===== src/rtl/mc_pkg.sv =====
// mc_controller shared definitions: state codes, opcode/func
// values, datapath select encodings and instruction classes.
package mc_pkg;

  typedef enum logic [2:0] {
    S_FETCH  = 3'd0,
    S_DECODE = 3'd1,
    S_EXEC   = 3'd2,
    S_MEM    = 3'd3,
    S_WB     = 3'd4
  } state_t;

  localparam logic [5:0] OP_RTYPE = 6'h00;
  localparam logic [5:0] OP_J     = 6'h02;
  localparam logic [5:0] OP_JAL   = 6'h03;
  localparam logic [5:0] OP_BEQ   = 6'h04;
  localparam logic [5:0] OP_ORI   = 6'h0D;
  localparam logic [5:0] OP_LUI   = 6'h0F;
  localparam logic [5:0] OP_LW    = 6'h23;
  localparam logic [5:0] OP_SW    = 6'h2B;

  localparam logic [5:0] FN_NOP  = 6'h00;
  localparam logic [5:0] FN_JR   = 6'h08;
  localparam logic [5:0] FN_ADDU = 6'h21;
  localparam logic [5:0] FN_SUBU = 6'h23;

  localparam logic [3:0] ALU_ADD = 4'd0;
  localparam logic [3:0] ALU_SUB = 4'd1;
  localparam logic [3:0] ALU_OR  = 4'd2;
  localparam logic [3:0] ALU_LUI = 4'd3;

  localparam logic [1:0] NPC_SEQ = 2'd0;
  localparam logic [1:0] NPC_BR  = 2'd1;
  localparam logic [1:0] NPC_J   = 2'd2;
  localparam logic [1:0] NPC_JR  = 2'd3;

  localparam logic [1:0] DST_RT = 2'd0;
  localparam logic [1:0] DST_RD = 2'd1;
  localparam logic [1:0] DST_RA = 2'd2;

  localparam logic [1:0] WD_ALU = 2'd0;
  localparam logic [1:0] WD_MDR = 2'd1;
  localparam logic [1:0] WD_PC4 = 2'd2;

  typedef enum logic [3:0] {
    C_NOP, C_ADDU, C_SUBU, C_JR,
    C_J, C_JAL, C_BEQ, C_ORI,
    C_LUI, C_LW, C_SW, C_ILL
  } iclass_t;

endpackage


===== src/rtl/mc_decode.sv =====
// Combinational opcode/func classifier for mc_controller.
module mc_decode
  import mc_pkg::*;
(
  input  logic [5:0] opcode,
  input  logic [5:0] func,
  output iclass_t    cls,
  output logic       illegal
);

  wire r_type = (opcode == OP_RTYPE);

  always_comb begin
    cls = C_ILL;
    unique case (1'b1)
      r_type && func == FN_NOP:  cls = C_NOP;
      r_type && func == FN_ADDU: cls = C_ADDU;
      r_type && func == FN_SUBU: cls = C_SUBU;
      r_type && func == FN_JR:   cls = C_JR;
      opcode == OP_J:            cls = C_J;
      opcode == OP_JAL:          cls = C_JAL;
      opcode == OP_BEQ:          cls = C_BEQ;
      opcode == OP_ORI:          cls = C_ORI;
      opcode == OP_LUI:          cls = C_LUI;
      opcode == OP_LW:           cls = C_LW;
      opcode == OP_SW:           cls = C_SW;
      default:                   cls = C_ILL;
    endcase
  end

  assign illegal = (cls == C_ILL);

endmodule


===== src/rtl/mc_controller.sv =====
// Multi-cycle MIPS sequencing FSM with memory wait handling.
// Optional MC_PERF_COUNTERS_EN adds cycle/retire counters.
module mc_controller
  import mc_pkg::*;
#(
  parameter int IMEM_WAIT_MAX = 16,
  parameter int DMEM_WAIT_MAX = 16
) (
  input  logic       clk,
  input  logic       reset,
  input  logic [5:0] opcode,
  input  logic [5:0] func,
  input  logic       zero,
  input  logic       mem_ready,
  output logic       mem_req,
  output logic       mem_is_instr,
  output logic       mem_we,
  output logic       ir_we,
  output logic       mdr_we,
  output logic       pc_we,
  output logic [1:0] npc_op,
  output logic       reg_we,
  output logic [1:0] reg_dst,
  output logic [1:0] mem_to_reg,
  output logic       alu_src,
  output logic [3:0] alu_op,
  output logic       ext_op,
  output logic       illegal,
  output logic       mem_timeout,
  output logic [2:0] state
`ifdef MC_PERF_COUNTERS_EN
  ,
  output logic [31:0] cycle_cnt,
  output logic [31:0] retire_cnt
`endif
);

  localparam logic [15:0] IMAX = 16'(IMEM_WAIT_MAX);
  localparam logic [15:0] DMAX = 16'(DMEM_WAIT_MAX);

  state_t      st, st_nx;
  iclass_t     cls;
  logic        dec_ill;
  logic [15:0] wait_cnt;
  logic [15:0] lim;
  logic        waiting, hit;
  logic [3:0]  alu_c;
  logic        src_c, ext_c;

  mc_decode u_dec (
    .opcode  (opcode),
    .func    (func),
    .cls     (cls),
    .illegal (dec_ill)
  );

  assign waiting = (st == S_FETCH || st == S_MEM) && !mem_ready;
  assign lim     = (st == S_FETCH) ? IMAX : DMAX;
  assign hit     = waiting && lim != 16'd0 && wait_cnt == lim - 16'd1;
  assign state   = st;

  always_ff @(posedge clk or posedge reset) begin
    if (reset) begin
      st          <= S_FETCH;
      wait_cnt    <= '0;
      mem_timeout <= 1'b0;
    end else begin
      st <= st_nx;
      if (st_nx != st)
        wait_cnt <= '0;
      else if (waiting && wait_cnt != 16'hFFFF)
        wait_cnt <= wait_cnt + 16'd1;
      if (hit)
        mem_timeout <= 1'b1;
    end
  end

  always_comb begin
    alu_c = ALU_ADD;
    src_c = 1'b0;
    ext_c = 1'b0;
    unique case (1'b1)
      cls == C_SUBU: alu_c = ALU_SUB;
      cls == C_BEQ:  alu_c = ALU_SUB;
      cls == C_ORI: begin
        alu_c = ALU_OR;
        src_c = 1'b1;
      end
      cls == C_LUI: begin
        alu_c = ALU_LUI;
        src_c = 1'b1;
      end
      cls == C_LW || cls == C_SW: begin
        src_c = 1'b1;
        ext_c = 1'b1;
      end
      default: ;
    endcase
  end

  always_comb begin
    st_nx        = st;
    mem_req      = 1'b0;
    mem_is_instr = 1'b0;
    mem_we       = 1'b0;
    ir_we        = 1'b0;
    mdr_we       = 1'b0;
    pc_we        = 1'b0;
    npc_op       = NPC_SEQ;
    reg_we       = 1'b0;
    reg_dst      = DST_RT;
    mem_to_reg   = WD_ALU;
    alu_src      = 1'b0;
    alu_op       = ALU_ADD;
    ext_op       = 1'b0;
    illegal      = 1'b0;
    if (!reset) begin
      if (st == S_EXEC || st == S_MEM) begin
        alu_op  = alu_c;
        alu_src = src_c;
        ext_op  = ext_c;
      end
      unique case (st)
        S_FETCH: begin
          mem_req      = 1'b1;
          mem_is_instr = 1'b1;
          if (mem_ready) begin
            ir_we = 1'b1;
            st_nx = S_DECODE;
          end
        end
        S_DECODE: begin
          st_nx = S_FETCH;
          unique case (1'b1)
            dec_ill: begin
              illegal = 1'b1;
              pc_we   = 1'b1;
            end
            cls == C_NOP: pc_we = 1'b1;
            cls == C_J: begin
              pc_we  = 1'b1;
              npc_op = NPC_J;
            end
            cls == C_JR: begin
              pc_we  = 1'b1;
              npc_op = NPC_JR;
            end
            cls == C_JAL: st_nx = S_WB;
            default:      st_nx = S_EXEC;
          endcase
        end
        S_EXEC: begin
          unique case (1'b1)
            cls == C_BEQ: begin
              pc_we  = 1'b1;
              npc_op = zero ? NPC_BR : NPC_SEQ;
              st_nx  = S_FETCH;
            end
            cls == C_LW || cls == C_SW: st_nx = S_MEM;
            default:                    st_nx = S_WB;
          endcase
        end
        S_MEM: begin
          mem_req = 1'b1;
          mem_we  = (cls == C_SW);
          if (mem_ready) begin
            if (cls == C_SW) begin
              pc_we = 1'b1;
              st_nx = S_FETCH;
            end else begin
              mdr_we = 1'b1;
              st_nx  = S_WB;
            end
          end
        end
        S_WB: begin
          reg_we = 1'b1;
          pc_we  = 1'b1;
          st_nx  = S_FETCH;
          unique case (1'b1)
            cls == C_JAL: begin
              reg_dst    = DST_RA;
              mem_to_reg = WD_PC4;
              npc_op     = NPC_J;
            end
            cls == C_LW: mem_to_reg = WD_MDR;
            cls == C_ADDU || cls == C_SUBU: reg_dst = DST_RD;
            default: ;
          endcase
        end
        default: st_nx = S_FETCH;
      endcase
    end
  end

`ifdef MC_PERF_COUNTERS_EN
  always_ff @(posedge clk or posedge reset) begin
    if (reset) begin
      cycle_cnt  <= '0;
      retire_cnt <= '0;
    end else begin
      cycle_cnt <= cycle_cnt + 32'd1;
      if (pc_we)
        retire_cnt <= retire_cnt + 32'd1;
    end
  end
`endif

endmodule


===== config.mk =====
export PLATFORM = sky130hd
export DESIGN_NAME = mc_controller
export DESIGN_NICKNAME = d
export VERILOG_FILES = /design/src/rtl/mc_pkg.sv /design/src/rtl/mc_decode.sv /design/src/rtl/mc_controller.sv
export SDC_FILE = /design/constraint.sdc
export NUM_CORES = 1
export LEC_CHECK = 0
export CORE_MARGIN = 4
export CORE_UTILIZATION = 30
export CTS_BUF_LIST = sky130_fd_sc_hd__clkbuf_8
export CTS_CLUSTER_SIZE = 28
export DETAILED_ROUTE_END_ITERATION = 6
export PLACE_DENSITY = 0.59
export RECOVER_POWER = 50
export SLEW_MARGIN = 20
export SYNTH_ARGS = -nofsm -noshare
export SYNTH_HDL_FRONTEND = slang
export SYNTH_SLANG_ARGS = --single-unit

===== constraint.sdc =====
create_clock -name clk -period 3.26 [get_ports clk]
set_input_delay 0.978 -clock clk [delete_from_list [all_inputs] [get_ports clk]]
set_output_delay 0.978 -clock clk [all_outputs]
set_load 0.005 [all_outputs]

# Word-level counts from Yosys, hierarchy flattened
# Index checks and enable logic that the tools add are counted.
[word_totals]
regBits = 20
input_bits = 16
out_inout_bits = 24
elab_cells = 108
[op_classes]
addsub = 1
eq_ne = 28
muxes = 55
n_reduce_logical = 21
[op_table]
columns = ["cell", "count"]
rows = [
  ["4-bit case mux with 11 select lines", 1],
  ["16-bit 2-to-1 mux", 2],
  ["1-bit 2-to-1 mux", 31],
  ["6-bit equality test, second input constant", 4],
  ["6-bit by 4-bit equality test with 1-bit output, second input constant", 3],
  ["16-bit by 1-bit adder with 16-bit output, second input constant", 1],
  ["16-bit by 4-bit equality test with 1-bit output, second input constant", 1],
  ["4-bit by 3-bit equality test with 1-bit output, second input constant", 4],
  ["4-bit equality test, second input constant", 4],
  ["16-bit inequality test, second input constant", 1],
  ["2-bit 2-to-1 mux", 7],
  ["6-bit by 2-bit equality test with 1-bit output, second input constant", 2],
  ["6-bit zero test", 2],
  ["3-bit 2-to-1 mux", 4],
  ["2-bit case mux with 2 select lines", 3],
  ["2-bit case mux with 3 select lines", 2],
  ["3-bit case mux with 2 select lines", 2],
  ["3-bit case mux with 4 select lines", 1],
  ["4-bit by 2-bit equality test with 1-bit output, second input constant", 2],
  ["1-bit logical AND", 7],
  ["3-bit by 2-bit equality test with 1-bit output, second input constant", 2],
  ["6-bit by 3-bit equality test with 1-bit output, second input constant", 1],
  ["4-bit by 1-bit equality test with 1-bit output, second input constant", 1],
  ["4-bit zero test", 1],
  ["12 further kinds", 16],
]

# Logic depth before layout (Yosys ltp)
# Gate-level depths: netlist (run 1).
[depth]
ltp_word = 10
ltp_mapped = 7
mapped_depth_nobuf = 6

# Modules after synthesis
# From an unflattened synthesis (run 1), not the netlist that was laid out.
[unflattened]
hier_cells = 235
hier_area_um2 = 1873.0
[modules_own_cells]
columns = ["module", "n_inst", "cells_per_inst", "area_per_inst_um2", "seq_area_each_um2"]
rows = [
  ["mc_controller", 1, 201, 1652.8, 500.5],
  ["mc_decode", 1, 34, 220.2, 0.0],
]

# Worst setup path after synthesis (run 1)
# Ideal clock, no wire load.
[synth_path]
path_type = "in2out"
from = "input opcode[0]"
to = "output reg_dst[0]"
t_arrival_ps = 2264
t_required_ps = 2282
setup_slack_ps = 18
stages = 6
n_path_buf = 1
cell_sequence = "buf_6 or4_4 nor2_4 a221oi_4 xor2_1 and3_1"
[synth_between]
elab_chain_len = 8
word_cells_on_any_way = 20
cone_classes = "eq/ne: 10; mux: 4; reduce/logical: 6"
[synth_lines]
columns = ["element", "line_no", "source"]
rows = [
  ["start, declared", "mc_controller.sv:11", "input logic [5:0] opcode,"],
  ["6-bit zero test", "mc_decode.sv:11", "wire r_type = (opcode == OP_RTYPE);"],
  ["1-bit logical AND (on tied branches)", "n/a", ""],
  ["4-bit case mux with 11 select lines *", "mc_decode.sv:15", "unique case (1'b1)"],
  ["4-bit by 1-bit equality test with 1-bit output or 4-bit by 2-bit equality test with 1-bit output (tied branches)", "mc_controller.sv:187", "cls == C_ADDU || cls == C_SUBU: reg_dst = DST_RD;"],
  ["1-bit logical OR", "mc_controller.sv:187", ""],
  ["2-bit case mux with 2 select lines *", "mc_controller.sv:180", "unique case (1'b1)"],
  ["2-bit 2-to-1 mux *", "mc_controller.sv:123", "unique case (st)"],
  ["2-bit 2-to-1 mux *", "mc_controller.sv:117", "if (!reset) begin"],
  ["end, declared", "mc_controller.sv:23", "output logic [1:0] reg_dst,"],
]
# Mark *: on every way between the ends. The rest lies on a longest branch, timed or not.

# Final worst setup path (run 1)
[layout_path]
from = "input opcode[5]"
to = "output pc_we"
[layout_between]
elab_chain_len = 8
word_cells_on_any_way = 26
cone_classes = "eq/ne: 12; mux: 7; reduce/logical: 7"
[layout_lines]
columns = ["element", "line_no", "source"]
rows = [
  ["6-bit zero test", "mc_decode.sv:11", ""],
  ["1-bit logical AND (on tied branches)", "n/a", ""],
  ["4-bit case mux with 11 select lines *", "mc_decode.sv:15", ""],
  ["4-bit equality test (tied with other cells)", "mc_decode.sv:31", "assign illegal = (cls == C_ILL);"],
  ["4-bit OR reduction (no source line) or 1-bit 2-to-1 mux (tied branches)", "n/a", ""],
  ["1-bit 2-to-1 mux (on tied branches)", "mc_controller.sv:134, mc_controller.sv:166", ""],
  ["1-bit case mux with 4 select lines *", "mc_controller.sv:123", ""],
  ["1-bit 2-to-1 mux *", "mc_controller.sv:117", ""],
  ["end, declared", "mc_controller.sv:20", "output logic pc_we,"],
]
# Marks and branches as above.

==> results of run 1 <==
-- state kept, by name (all words and copies together), names as in the netlist --
name	flops
wait_cnt	16
mem_timeout	1
state	3
-- logic make-up (layout without fill, tap and decap cells) --
family | after synthesis | count (layout) | share of synthesized area
xor gates and xnor gates | 18 | 18 | 0.0877
and+or+nand+nor | 125 | 125 | 0.395
adders and majority gates | 1 | 1 | 0.00696
muxes | 2 | 2 | 0.0118
AOI/OAI and AO/OA | 36 | 36 | 0.157
other | 1 | 2 | 0.00209
buffers and inverters | 20 | 104 | 0.0606
DFF | 20 | 20 | 0.279
-- where the power goes --
| part | total, mW | switching, mW | internal, mW |
|---|---|---|---|
| Sequential | 0.281 | 0.0187 | 0.262 |
| Combinational | 0.215 | 0.110 | 0.105 |
| Clock | 0.250 | 0.0861 | 0.164 |
-- timing repair --
item                                    4_1_cts  5_1_grt
hold buffers                                  0        0
endpoints found under the setup margin       18       11
pin swaps                                    17        8
gates resized for setup                     104       19
setup buffers                                11        5
-- layer usage --
| metal | vias to the layer above | track usage |
|---|---|---|
| met5 | - | 0 |
| met4 | 0 | 0.0417 |
| met2 | 30 | 0.270 |
| met1 | 948 | 0.189 |
| li1 | 975 | - |
| met3 | 9 | 0.0291 |
-- worst max-delay path, cell delays in order --
cell and delay, ns:
buf_6 0.09, or4_4 0.58, nor2_4 0.18, buf_4 0.15, a2111oi_4 0.07, buf_4 0.15, a21oi_2 0.12, o22ai_2 0.08
buf_2 0.14
-- layout by cell type (no fill, tap or decap), types with 7 or more instances in the layout --
| cell type | instances |
|---|---|
| buf_2 | 7 |
| buf_4 | 43 |
| buf_6 | 18 |
| dfrtp_1 | 20 |
| dlygate4sd2_1 | 12 |
| nand2_1 | 14 |
| nand3_1 | 9 |
| nand4_1 | 8 |
| nor2_1 | 26 |
| nor3_1 | 12 |
| xnor2_1 | 12 |
-- final cells by class --
cell class / instances / area [sq um]
tap: 72 / 90.1
timing repair buffer: 96 / 793
clock buffer: 3 / 41.3
clock inverter: 1 / 30.0
inverter: 4 / 15.0
sequential: 20 / 500
fill: 547 / 2860
multi-input combinational: 184 / 1310
-- worst max-delay path by stage --
stage            endpoint  slack, ns       from  cells after the start
2_1_floorplan  reg_dst[0]       0.02  opcode[0]                      6
3_3_place_gp        pc_we      -0.93  opcode[3]                      7
6_report            pc_we      -0.26  opcode[5]                      9
4_1_cts             pc_we      -0.24    func[4]                      9
5_1_grt         alu_op[0]      -0.31  opcode[5]                      8
3_5_place_dp        pc_we      -0.95  opcode[3]                      7
-- through the flow --
step           hold slack, ns  worst slack (ns)   util
4_1_cts                 0.532            -0.245  0.483
3_5_place_dp            0.513            -0.945  0.445
3_3_place_gp            0.475            -0.934  0.445
2_1_floorplan           0.460            0.0183      -
6_report                0.517            -0.261  0.493
5_1_grt                 0.559            -0.314  0.493
==> summary.txt, run 1 <==
CTS
  – CTS tree: done
  – Sink Count: 20
  – Clock transition at path regs: 0.08 ns
  – CTS Buffer Depth: 2
  – H-Tree Depth: 1
  – TritonCTS Buffers: 3
  – Worst skew pair latency: 0.26 ns
  – Root buf cell: clkbuf_8

Placed design
  – Port bufs: 37
  – Gpl congestion: 0.831
  – Area after DPL: 0.00251 sq mm
  – Placed Cells: 361
  – Dpl hpwl: 4030 um

Critical path
  – Internal reg-to-reg setup slack: 1.26 ns
  – CP arrival: 2.54 ns
  – WP data required: 2.28 ns
  – Critical Path Source Type: input pin
  – Worst R2R Start: wait_cnt[0]
  – RR Endpoint: wait_cnt[0]
  – FF-to-FF path depth: 7
  – Crit path kind: input pin to output port
  – Crit. End Element: output port
  – CP max FO: 4

Min path
  – Worst min path class: flop to flop
  – Worst Hold Path Cells: 1
  – HP Start: mem_timeout
  – Hold EP: mem_timeout

Route
  – Via density: 5.16
  – Mean routed wirelength per cell: 14.4 um
  – Met2 wire len: 2770 um
  – DR pass1 iterations: 4
  – Initial DRC Count: 85
  – Final ANT Viol Nets: 0
  – Drc violations: 0
  – Routed Wire Length: 5450 um
  – Met1 WL: 2460 um
  – Met3 WL: 145 um
  – Max layer used: met4
  – DR vias: 1962

Timing
  – Final worst slack: -0.261 ns
  – Worst rel slew slack: 0.260
  – RSZ-0062 raised after global routing: yes
  – Worst Skew: 0.00660 ns
  – Final hold vios: 0
  – Worst slew pin tran: 1.11 ns
  – Setup TNS: -1.58 ns
  – Final min period: 3.52 ns
  – Slew Limit Fails: 0
  – Final setup viols: 9
  – Fmax: 284 MHz
  – Final Cycle Share: 1.08

Job
  – Max Cap Viol: 0

Global route
  – GR Util All Layers: 0.153
  – First-pass GRT wire length: 9210 um
  – GRT Residual Overflow: 0
  – Initial antenna violation count: 0
  – Pin count of the biggest net entering global routing: 22
  – Vias in the first global route: 1993

Power and ir drop
  – Worst vdd ir: 0.168 mV
  – Leakage: 1.24 nW
  – Tot Pwr: 0.746 mW
  – PD cells: 268 mW/mm^2

Logic synthesis
  – Synth area leader: dfrtp_1
  – Synth top area cells: dfrtp_1 (28%), nor2_1 (6.1%), xnor2_1 (5.8%), nor3_1 (3.9%), nand2_1 (3.1%)
  – FF+latch count, synth: 20
  – Top-count cell post-synth: nor2_1
  – Post-synth top cells: nor2_1 (29), dfrtp_1 (20), nand2_1 (15)
  – Synth warn: 0
  – Post-synthesis sequential area ratio: 0.279
  – Synthesized cell area: 0.00180 sq mm
  – Prevailing post-synth register cell: dfrtp_1
  – Syn avg cell area: 8.06 sq um
  – Synth Instances: 223
  – Count of cell types in the netlist: 60
  – Number of flops mapped to enable cells by yosys: 0
  – Async S/R FF share, synth: 1.00
  – Yosys top cell area share: 0.279

Cells and area
  – Finished Cell Area: 0.00278 sq mm
  – Share of post-route cells with drive strength above 1: 0.360
  – Final Non-Filler Cells: 380
  – Layout Nets: 326
  – # diodes: 0
  – Synth-to-layout area growth: 54.7%

Floorplan
  – FP Rows: 27
  – Die H: 85.4 um
  – Die area: 0.00729 sq mm
  – Die span in x: 85.4 um
  – CORE AREA: 0.00564 sq mm
  – I/O Pins: 40
  – Starting density of the core: 0.318

Status
  – Failing checks: setup timing
  – Run status: finished, violations left
Power figures use the tool's default switching activity.
==> inputs of run 2 (changes only) <==
--- a/constraint.sdc
+++ b/constraint.sdc
@@ -3,2 +3,2 @@
 set_output_delay 0.978 -clock clk [all_outputs]
-set_load 0.005 [all_outputs]
+set_load 0.05 [all_outputs]
==> summary.txt, run 2 (same netlist as run 1, synthesis figures left out) <==
Timing
  – Slew Limit Fails: 0 (unchanged)
  – Final worst slack: -0.231 ns (+0.0297 ns)
  – WHS: 0.506 ns (-0.0109 ns)
  – RSZ-0062 raised after global routing: yes
  – Final min period: 3.49 ns (-0.0297 ns)
  – Worst slew pin tran: 1.11 ns (-0.00265 ns)
  – Final Cycle Share: 1.07 (-0.00912)
  – Fmax: 286 MHz (+0.85%)
  – Worst Skew: 0.00752 ns (+0.000925 ns)
  – Setup TNS: -1.07 ns (+0.506 ns)
  – Final setup viols: 6 (-3)
  – Worst rel slew slack: 0.262 (+0.00177)
  – Final hold vios: 0 (unchanged)

Floorplan
  – Die span in x: 85.4 um (unchanged)
  – Die H: 85.4 um (unchanged)
  – Starting density of the core: 0.318 (unchanged)
  – I/O Pins: 40 (unchanged)
  – Die area: 0.00729 sq mm (unchanged)
  – FP Rows: 27 (unchanged)
  – CORE AREA: 0.00564 sq mm (unchanged)

Critical path
  – WP data required: 2.28 ns (about the same)
  – CP arrival: 2.51 ns (-0.03 ns)
  – Crit path kind: input pin to output port
  – CP max FO: 4 (unchanged)
  – Crit. End Element: output port
  – CP max-delay cell: or4_4
  – Stages on worst setup path: 8 (-1)
  – CP bufs+invs: 3 (-1)
  – Delay-heaviest family, CP: simple AND/OR/NAND/NOR gates
  – Internal reg-to-reg setup slack: 1.19 ns (-0.07 ns)
  – CP peak stage delay: 0.57 ns (about the same)
  – FF-to-FF path depth: 7 (unchanged)
  – RR Endpoint: wait_cnt[11]
  – CP cell instances: buf_6 -> or4_4 -> nor2_4 -> a221oi_4 -> buf_4 -> a21oi_2 -> o22ai_4 -> buf_6
  – Worst R2R Start: wait_cnt[0]
  – Crit-path most repeated cell: buf_6
  – Critical Path Source Type: input pin

Cells and area
  – Finished Cell Area: 0.00284 sq mm (+2.2%)
  – FILL cells: 534 (-2.4%)
  – Storage cell area: 500 sq um (unchanged)
  – Core Util, Final: 0.504 (+0.0109)
  – Final Non-Filler Cells: 366 (-3.7%)
  – Most frequent cells in the layout: buf_4 (42), nor2_1 (27), dfrtp_1 (20)
  – Top reg by flops: wait_cnt
  – Max reg flops: 16 (unchanged)
  – Multi-input gate area: 0.00136 sq mm (+3.8%)
  – # diodes: 0 (unchanged)
  – Commonest non-fill, non-tap cell in the layout: buf_4
  – Layout Nets: 312 (-4.3%)
  – Share of post-route cells with drive strength above 1: 0.405 (+0.0444)
  – Synth-to-layout area growth: 58.1%

Route
  – Initial DRC Count: 85 (unchanged)
  – Max layer used: met4
  – Met3 WL: 211 um (+46%)
  – Mean routed wirelength per cell: 15.1 um (+5.0%)
  – Final ANT Viol Nets: 0 (unchanged)
  – Drc violations: 0 (unchanged)
  – Met1 WL: 2450 um (-0.65%)
  – Met2 wire len: 2790 um (+0.61%)
  – DR vias: 1907 (-2.8%)
  – DR pass1 iterations: 4 (unchanged)
  – Routed Wire Length: 5510 um (+1.1%)
  – Via density: 5.21 (+0.91%)

Status
  – Failing checks: setup timing
  – Run status: finished, violations left

CTS
  – Worst skew pair latency: 0.27 ns (about the same)
  – Clock transition at path regs: 0.08 ns (about the same)
  – Root buf cell: clkbuf_8
  – TritonCTS Buffers: 3 (unchanged)
  – CTS tree: done
  – Sink Count: 20 (unchanged)
  – H-Tree Depth: 1 (unchanged)
  – CTS Buffer Depth: 2 (unchanged)

Min path
  – Worst Hold Path Cells: 1 (unchanged)
  – Hold EP: mem_timeout
  – HP Start: mem_timeout
  – Worst min path class: flop to flop

Power and ir drop
  – Leakage: 1.15 nW (-7.3%)
  – PD cells: 285 mW/mm^2 (+6.2%)
  – Tot Pwr: 0.810 mW (+8.6%)
  – Sw frac: 0.324 (+0.0360)
  – Worst vdd ir: 0.176 mV (+5.1%)
  – Sequential power share: 0.351 (-0.025)
  – P_sw: 0.262 mW (+22%)
  – Logic gate share of total power: 0.339 (+0.051)
  – Int Pwr: 0.547 mW (+3.1%)
  – Clk pwr share: 0.310 (-0.025)

Global route
  – GRT Residual Overflow: 0 (unchanged)
  – First-pass GRT wire length: 9400 um (+2.1%)
  – Pin count of the biggest net entering global routing: 22 (unchanged)
  – Initial antenna violation count: 0 (unchanged)
  – Vias in the first global route: 1990 (-0.15%)
  – GR Util All Layers: 0.156 (+0.00319)

Placed design
  – Dpl ws: -0.623 ns (+0.323 ns)
  – Gpl congestion: 0.812 (-2.2%)
  – Placed Cells: 358 (-0.83%)
  – Area after DPL: 0.00267 sq mm (+6.4%)
  – Dpl hpwl: 4250 um (+5.4%)
  – Port bufs: 37 (unchanged)

Job
  – Max Cap Viol: 0 (unchanged)
[run 2: area by class of cell]
cell class	count	share of cell area
multi-input cells	184	0.479
inverters	4	0.00572
well taps	72	0.0317
repair buffers	82	0.283
flip-flops and latches	20	0.176
clock inverters	1	0.0106
clock buffers	3	0.0145
[run 2: worst max path at each step]
stage           endpoint      start  slack, ns
2_1_floorplan  npc_op[1]  opcode[0]      -0.17
3_3_place_gp   alu_op[0]  opcode[2]      -0.62
3_5_place_dp   alu_op[0]  opcode[2]      -0.62
4_1_cts        alu_op[0]  opcode[3]      -0.25
5_1_grt        npc_op[1]    func[4]      -0.27
6_report           pc_we    func[4]      -0.23
[run 2: timing repair]
item	CTS	global route
gates resized for setup	55	19
setup endpoints to repair	17	9
hold buffers	0	0
setup buffers	6	0
pin swaps	17	9
[run 2: metal layers]
metal	global-route usage	up-vias
li1	-	951
met1	0.193	905
met2	0.280	44
met3	0.0243	7
met4	0.0417	0
met5	0	-
[run 2: power groups by stage]
stage               sequential, mW  clock [mW]  combinational [mW]
finish                       0.284       0.251               0.275
global route                 0.288       0.265               0.300
CTS                          0.284       0.254               0.277
global placement             0.288           0               0.266
detailed placement           0.289           0               0.269
floorplan                    0.290           0               0.152
[run 2: worst register-to-register path, cell delays in order (launching register included)]
cell,delay [ns]
dfrtp_1,0.44
ha_1,0.19
nand3_1,0.16
nor4_1,0.62
buf_4,0.28
nor3_1,0.08
xnor2_1,0.15
nor2_1,0.05
==> inputs of run 3 (changes only) <==
CORE_UTILIZATION = 47   (was 30)
PLACE_DENSITY = 0.83   (was 0.59)
SLEW_MARGIN = 25   (was 20)
==> summary.txt, run 3 (same netlist as run 1, synthesis figures left out) <==
Route
  – Mean routed wirelength per cell: 16.6 um (+10%)
  – DR vias: 2028 (+6.3%)
  – Drc violations: 1 (+1)
  – DR pass1 iterations: 6 (+2)
  – Initial DRC Count: 201 (+140%)
  – Routed Wire Length: 5690 um (+3.3%)
  – Final ANT Viol Nets: 0 (unchanged)
  – Via density: 5.91 (+13%)

Power and ir drop
  – Worst vdd ir: 0.127 mV (-28%)
  – PD cells: 259 mW/mm^2 (-9.2%)
  – Leakage: 1.16 nW (+0.38%)

Min path
  – Worst min path class: flop to flop
  – HP Start: mem_timeout

Critical path
  – CP cell instances: buf_6 -> or4_4 -> nor2_4 -> a221oi_4 -> nand3b_1 -> a21oi_4 -> buf_12
  – Crit. End Element: output port
  – Delay-heaviest family, CP: simple AND/OR/NAND/NOR gates
  – CP bufs+invs: 2 (-1)
  – Crit path launch: func[2]
  – Worst R2R Start: wait_cnt[0]
  – CP arrival: 2.56 ns (+0.05 ns)
  – CP max FO: 4 (unchanged)
  – WP data required: 2.28 ns (about the same)
  – Critical Path Source Type: input pin
  – CP max-delay cell: or4_4
  – CP peak stage delay: 0.56 ns (about the same)
  – Crit path kind: input pin to output port

Status
  – Failing checks: DRC, setup timing
  – Run status: finished, violations left

Cells and area
  – Commonest non-fill, non-tap cell in the layout: buf_4
  – Most frequent cells in the layout: buf_4 (42), nor2_1 (27), dfrtp_1 (20)
  – Multi-input gate area: 0.00134 sq mm (-1.4%)
  – Max reg flops: 16 (unchanged)
  – FILL cells: 250 (-53%)
  – Layout Nets: 314 (+0.64%)
  – Finished Cell Area: 0.00279 sq mm (-2.0%)
  – Share of post-route cells with drive strength above 1: 0.390 (-0.0149)
  – Core Util, Final: 0.755 (+0.251)
  – Storage cell area: 500 sq um (unchanged)
  – Top reg by flops: wait_cnt
  – Synth-to-layout area growth: 55.0%
  – # diodes: 0 (unchanged)

Floorplan
  – Die H: 69.8 um (-18%)
  – FP Rows: 22 (-19%)
  – I/O Pins: 40 (unchanged)
  – CORE AREA: 0.00369 sq mm (-35%)
  – Die area: 0.00488 sq mm (-33%)
  – Die span in x: 69.8 um (-18%)
  – Starting density of the core: 0.487 (+0.169)

Global route
  – GRT Residual Overflow: 0 (unchanged)
  – GR Util All Layers: 0.237 (+0.0809)
  – Initial antenna violation count: 0 (unchanged)
  – First-pass GRT wire length: 9610 um (+2.2%)
  – Vias in the first global route: 2115 (+6.3%)
  – Pin count of the biggest net entering global routing: 22 (unchanged)

Timing
  – Worst Skew: 0.00323 ns (-0.00429 ns)
  – Final Cycle Share: 1.08 (+0.0130)
  – Final worst slack: -0.273 ns (-0.0423 ns)
  – Setup TNS: -1.48 ns (-0.406 ns)
  – Final setup viols: 8 (+2)
  – Final min period: 3.53 ns (+0.0423 ns)
  – Worst rel slew slack: 0.230 (-0.0319)
  – Fmax: 283 MHz (-1.2%)
  – WHS: 0.478 ns (-0.0272 ns)
  – Slew Limit Fails: 0 (unchanged)
  – Worst slew pin tran: 1.16 ns (+0.0478 ns)
  – Final hold vios: 0 (unchanged)
  – RSZ-0062 raised after global routing: yes

Job
  – Max Cap Viol: 0 (unchanged)

CTS
  – CTS tree: done
  – Worst skew pair latency: 0.26 ns (about the same)
  – CTS Buffer Depth: 2 (unchanged)
  – Sink Count: 20 (unchanged)
  – H-Tree Depth: 1 (unchanged)
  – Root buf cell: clkbuf_8
  – Clock transition at path regs: 0.07 ns (about the same)
  – TritonCTS Buffers: 3 (unchanged)

Placed design
  – Port bufs: 37 (unchanged)
  – Gpl congestion: 0.942 (+16%)
  – Dpl hpwl: 4170 um (-1.9%)
  – Area after DPL: 0.00269 sq mm (+0.52%)
==> run 3: layout make-up <==
| type | count | area share |
|---|---|---|
| multi-input cells | 184 | 0.482 |
| clock buffers | 3 | 0.0148 |
| inverters | 4 | 0.00674 |
| well taps | 48 | 0.0216 |
| repair buffers | 84 | 0.296 |
| flip-flops and latches | 20 | 0.180 |
==> run 3: layer usage <==
metal  global-route usage  wire length [um]
met5                    0                 0
met3               0.0551               319
met1                0.255              2150
met2                0.433              3020
met4                0.109               208
==> run 3: path summary, 6_finish.rpt <==
path                                 to  slack, ns  cells after the start
max in group asynchronous   wait_cnt[1]       1.29                      4
min in group asynchronous  wait_cnt[11]       1.32                      4
min reg2reg                 mem_timeout       0.48                      1
max reg2reg                 wait_cnt[4]       1.23                      7
max                           alu_op[0]      -0.27                      7
min                         mem_timeout       0.48                      1
==> run 3: through the flow <==
| step | std cells | power, mW | setup slack, ns |
|---|---|---|---|
| after floorplan | 224 | 0.442 | -0.172 |
| after global placement | 336 | 0.548 | -0.562 |
| after detailed placement | 336 | 0.556 | -0.630 |
| after CTS | 344 | 0.717 | -0.310 |
| after global routing | 343 | 0.754 | -0.312 |
| final | 343 | 0.721 | -0.273 |
==> run 3: what timing repair did <==
item,in CTS,in global routing
hold buffers,0,0
buffers inserted,5,0
pin swaps,13,13
endpoints found under the setup margin,17,11
gates resized for setup,50,18
==> run 3: worst reg2reg max path, delay by kind of cell, from the launching register on <==
family / cells / cell delay (ns)
adder cells (fa/ha/maj): 1 / 0.20
buffers and inverters: 1 / 0.26
XOR/XNOR: 1 / 0.16
flip-flops: 1 / 0.45
AND/OR/NAND/NOR: 4 / 0.79
==> run 3: report_power, final <==
| part | switching, mW | internal, mW | leakage [nW] | total [mW] |
|---|---|---|---|---|
| sequential | 0.0229 | 0.262 | 0.276 | 0.285 |
| combinational | 0.153 | 0.117 | 0.858 | 0.271 |
| clock | 0.0822 | 0.0826 | 0.0216 | 0.165 |
| total | 0.259 | 0.462 | 1.16 | 0.721 |
